## config.mk

```make
export PLATFORM = sky130hd
export DESIGN_NAME = ddr_deser_gray
export DESIGN_NICKNAME = d
export VERILOG_FILES = /design/src/rtl/ddr_deser_pkg.sv /design/src/rtl/ddr_deser_gray_det_ff_cell.sv /design/src/rtl/ddr_deser_gray.sv
export SDC_FILE = /design/constraint.sdc
export NUM_CORES = 1
export LEC_CHECK = 0
export CAP_MARGIN = 25
export CORE_MARGIN = 2
export CORE_UTILIZATION = 48
export CTS_CLUSTER_SIZE = 30
export DETAILED_ROUTE_END_ITERATION = 10
export GPL_ROUTABILITY_DRIVEN = 0
export PLACE_DENSITY = 0.85
export SLEW_MARGIN = 0
export SYNTH_ARGS = -nofsm -noshare
export SYNTH_HDL_FRONTEND = slang
export SYNTH_SLANG_ARGS = --single-unit
```

## constraint.sdc

```tcl
create_clock -name clk -period 1.5 [get_ports clk]
set_clock_uncertainty 0.2 [all_clocks]
set_input_delay 0.45 -clock clk [delete_from_list [all_inputs] [get_ports clk]]
set_output_delay 0.45 -clock clk [all_outputs]
set_load 0.005 [all_outputs]
```

## src/rtl/ddr_deser_pkg.sv

```systemverilog
// Shared constants and elaboration helpers for the DDR deserializer.
package ddr_deser_pkg;

  localparam int   PAIR     = 2;
  localparam logic PHASE_FR = 1'b0;
  localparam logic PHASE_RF = 1'b1;

  function automatic bit width_ok(input int width);
    return (width >= PAIR) && ((width % PAIR) == 0);
  endfunction

  // Pair counter width: enough to count WIDTH/2 pairs, never narrower than one bit.
  function automatic int cnt_w_of(input int width);
    int n = 1;
    while ((1 << n) < (width / PAIR)) n++;
    return n;
  endfunction

endpackage

```

## src/rtl/ddr_deser_gray_det_ff_cell.sv

```systemverilog
// One-bit XNOR dual-edge flop: output follows d after every clk edge.
// Only present in builds with DDR_DESER_DET_OUT_EN defined.
`ifdef DDR_DESER_DET_OUT_EN
module det_ff_cell (
  input  logic clk,
  input  logic rstb,
  input  logic d,
  output logic out
);

  logic q1_q, q2_q;
  logic q1_d, q2_d;
  logic q1n, q2n;

  assign q1n = ~q1_q;
  assign q2n = ~q2_q;

  always_comb begin
    q1_d = ~(d ^ q2n);
    q2_d = ~(d ^ q1n);
  end

  always_ff @(posedge clk or negedge rstb) begin
    if (!rstb) q1_q <= 1'b0;
    else       q1_q <= q1_d;
  end

  always_ff @(negedge clk or negedge rstb) begin
    if (!rstb) q2_q <= 1'b0;
    else       q2_q <= q2_d;
  end

  assign out = ~(q1_q ^ q2n);

endmodule
`endif

```

## src/rtl/ddr_deser_gray.sv

```systemverilog
// Multi-lane DDR serial-to-parallel deserializer with half-cycle bitslip.
// Define DDR_DESER_DET_OUT_EN to add a dual-edge retimed copy of d on det_out.
module ddr_deser_gray
  import ddr_deser_pkg::*;
#(
  parameter int CHANNELS = 1,
  parameter int WIDTH    = 8
) (
  input  logic                      clk,
  input  logic                      rstb,
  input  logic                      en,
  input  logic                      bitslip,
  input  logic [CHANNELS-1:0]       d,
  output logic [CHANNELS*WIDTH-1:0] q,
  output logic                      valid,
  output logic                      phase,
  output logic [CHANNELS-1:0]       det_out
);

  localparam int              CNT_W    = cnt_w_of(WIDTH);
  localparam int              HALF     = WIDTH / PAIR;
  localparam logic [CNT_W-1:0] CNT_LAST = CNT_W'(HALF - 1);

  if (!width_ok(WIDTH)) begin : g_bad_width
    $error("ddr_deser_gray: WIDTH must be even and >= 2");
  end

  logic [CHANNELS-1:0]                 rise_q, fall_q;
  logic [CHANNELS-1:0][WIDTH-1:0]      sh_q, sh_d, shifted;
  logic [CHANNELS-1:0][PAIR-1:0]       pair;
  logic [CHANNELS*WIDTH-1:0]           q_q, q_d;
  logic [CNT_W-1:0]                    cnt_q, cnt_d;
  logic                                valid_q, valid_d;
  logic                                phase_q, phase_d;

  // Phase RF pairs the previous rise with the fall after it; phase FR pairs that fall with the current rise.
  for (genvar c = 0; c < CHANNELS; c++) begin : g_lane
    assign pair[c] = (phase_q == PHASE_RF) ? {rise_q[c], fall_q[c]} : {fall_q[c], d[c]};
    if (WIDTH == PAIR) begin : g_w2
      assign shifted[c] = pair[c];
    end else begin : g_wn
      assign shifted[c] = {sh_q[c][WIDTH-PAIR-1:0], pair[c]};
    end
  end

  always_comb begin
    sh_d    = sh_q;
    q_d     = q_q;
    cnt_d   = cnt_q;
    phase_d = phase_q;
    valid_d = 1'b0;
    if (bitslip) begin
      phase_d = ~phase_q;
      cnt_d   = '0;
    end else if (en) begin
      sh_d = shifted;
      if (cnt_q == CNT_LAST) begin
        q_d     = shifted;
        valid_d = 1'b1;
        cnt_d   = '0;
      end else begin
        cnt_d = cnt_q + 1'b1;
      end
    end
  end

  always_ff @(posedge clk or negedge rstb) begin
    if (!rstb) begin
      rise_q  <= '0;
      sh_q    <= '0;
      q_q     <= '0;
      cnt_q   <= '0;
      valid_q <= 1'b0;
      phase_q <= PHASE_FR;
    end else begin
      rise_q  <= d;
      sh_q    <= sh_d;
      q_q     <= q_d;
      cnt_q   <= cnt_d;
      valid_q <= valid_d;
      phase_q <= phase_d;
    end
  end

  always_ff @(negedge clk or negedge rstb) begin
    if (!rstb) fall_q <= '0;
    else       fall_q <= d;
  end

  assign q     = q_q;
  assign valid = valid_q;
  assign phase = phase_q;

`ifdef DDR_DESER_DET_OUT_EN
  for (genvar c = 0; c < CHANNELS; c++) begin : g_det
    det_ff_cell u_det (
      .clk  (clk),
      .rstb (rstb),
      .d    (d[c]),
      .out  (det_out[c])
    );
  end
`else
  assign det_out = '0;
`endif

endmodule

```

==> reports/metrics.yaml, run 1 <==
start_kind: "flip-flop"
initial_core_util: 0.5249
cp_num_buf_inv: 0
dp_hpwl_microns: 931.5
antenna_found_initial: 0
netlist.area_leader.share: 0.5810
timing.hold.ws_ps: 301.1
syn-num-nets: 55
grt_pass1_vias: 484
synth.ff_latch_count: 20
worst_slack_ps: -458.5
synth_top_area_cell: "dfrtp_1"
htree_levels: 1
ys_top_cells_by_area: "dfrtp_1 (58%), mux2_2 (14%), mux2_4 (11%)"
min_from: "d"
power_density_mw_per_mm2: 1352
synth.area.mux_share: 0.2599
synthCells: 49
synth_cell_types: 17
clk_pin_slew_ps: 100
p_leak_nw: 0.5719
crit_chain: "mux2_4, mux2_2"
die_w_microns: 45.29
numPortBuffers: 14
hold_depth: 2
status: "finished with violations"
wl_microns: 1404
core_sq_mm: 0.001559
clock-sinks: 20
cts_buffer_depth: 2
synthAdderAreaFrac: 0.01529
setup_viol: 4
grt_pass1_wl_microns: 2283
slew_violations: 0
ir_drop_uv: 826.0
cp_slowest_stage_delay_ps: 360
r2r_start: "fall_q"
dieArea_sq_mm: 0.002051
ys_warn_count: 0
drt_iter0_markers: 1
clk_latency_ps: 300
critical_path_class: "flip-flop to flip-flop"
drive_gt1_frac: 0.5676
finish.instance_area_sq_mm: 0.001032
io_pins: 16
firstDrtPassIters: 2
wl_per_cell_microns: 15.60
final_hold_viol_count: 0
finalNetCount: 81
hold_buffers: 0
rsz0062_at_grt: "true"
cts_tree: "done"
vias: 457
area_growth_pct: 26.15
netlist_area_sq_um: 818.3
crit_family: "multiplexers"
grt.overflow.total: 0
cts_inserted_buffers: 3
crit_path_end_kind: "flip-flop"
place_ws_ps: -508.4
r2r_slack_ps: -460
crit_required_ps: 1490
drv_cap: 0
cts_root_buf: "clkbuf_4"
fin_tns_setup_ps: -1811
diodes: 0
r2r_cells: 2
synth_top_family_by_area: "multiplexers"
holdPathEnd: "rise_q"
avgSynthCellArea_sq_um: 16.70
drcViolationCount: 0
violations: "negative setup slack"
rows: 14
synthSimpleGateAreaFrac: 0.06422
die-height_microns: 45.29
grt_max_degree: 20
reg2reg_to: "q[1]"
antenna_left: 0
avgViaCountPerCell: 5.078
placed_area_sq_mm: 0.001012
crit_arrival_ps: 1950
crit_path_top_delay_cell: "dfrtn_1"
hp-class: "input port to flip-flop"
yosysSeqAreaShare: 0.6116
synth_compound_area_frac: 0.006116
grt_usage: 0.1707
synth_xor_area_frac: 0.01070
path_max_fanout: 2
registers in the layout, indices dropped and copies added (netlist names):
register	count
rise_q	1
sh_q	6
fall_q	1
q	8
valid	1
phase	1
cnt_q	2
cell usage after synthesis (all sizes together):
cell type,instances
dfrtp,19
inv,1
nand2b,1
mux2i,1
buf,2
conb,1
or3b,1
ha,1
nand3b,1
mux2,16
dfrtn,1
nor2b,1
a21oi,1
xor2,1
nor2,1
worst max-delay path by stage:
stage,startpoint,end,slack [ps],cells after the start
floorplan,fall_q,q[0],-400,2
CTS,fall_q,q[1],-470,2
finish,fall_q,q[1],-460,2
detailed placement,d,fall_q,-510,1
global placement,d,fall_q,-480,1
global route,fall_q,q[1],-480,2
where the power goes:
| group | switching (W) | internal (W) | total, W |
|---|---|---|---|
| Combinational | 0.000120 | 0.000251 | 0.000371 |
| Sequential | 0.0000821 | 0.000679 | 0.000761 |
| Clock | 0.000160 | 0.000104 | 0.000264 |
| Total | 0.000363 | 0.00103 | 0.00140 |
layout by cell type (no fill, tap or decap), drive strengths merged, types with 2 or more instances in the layout:
cell and n:
dfrtp 19, buf 17, mux2 16, clkbuf 5, dlygate4sd2 3, nand3b 2
cell families (layout without fill, tap and decap cells):
kind of cell,count (synthesis),count (layout)
compound gates,1,1
other cells,1,1
buf+inv,3,27
fa+ha+maj,1,1
flops,20,20
mux,17,17
xor+xnor,1,1
simple gates,5,6
repair_timing:
action,4_1_cts,5_1_grt
setup buffers,0,1
setup endpoints to repair,26,9
pin swaps,0,0
resized for setup,43,4
cloned,1,0
metrics by stage:
step | power, W | instances | utilization
finish | 0.001396 | 90 | 0.6621
global route | 0.001470 | 90 | 0.6621
CTS | 0.001403 | 89 | 0.6509
detailed placement | 0.001191 | 84 | 0.6493
global placement | 0.001174 | 84 | 0.6493
floorplan | 0.0009771 | 49 | -
routing by layer:
metal	vias to the layer above	GRT usage	routed length, microns
met3	4	0.03600	56
met1	222	0.2344	648
met2	14	0.2457	667
li1	217	-	-
met5	-	0	0
met4	0	0.1059	31
worst register-to-register path, cell delays in order (launching register included):
cell	delay (ps)
dfrtn_1	360
mux2_4	290
mux2_2	260
layout make-up:
cell class	instances	area [sq um]
Fill cell	115	526.8
Multi-Input combinational cell	27	335.3
Sequential cell	20	500.5
Tap cell	16	20.02
Timing Repair Buffer	22	146.4
Clock buffer	4	26.28
Inverter	1	3.754
Power figures use the tool's default switching activity.
==> run 2, diff against run 1 <==
--- a/config.mk
+++ b/config.mk
@@ -12,7 +12,6 @@
 export DETAILED_ROUTE_END_ITERATION = 10
 export GPL_ROUTABILITY_DRIVEN = 0
 export PLACE_DENSITY = 0.85
-export SLEW_MARGIN = 0
 export SYNTH_ARGS = -nofsm -noshare
 export SYNTH_HDL_FRONTEND = slang
 export SYNTH_SLANG_ARGS = --single-unit
==> results of run 2 <==
No change in the layout: final DEF, timing and power equal those of run 1.
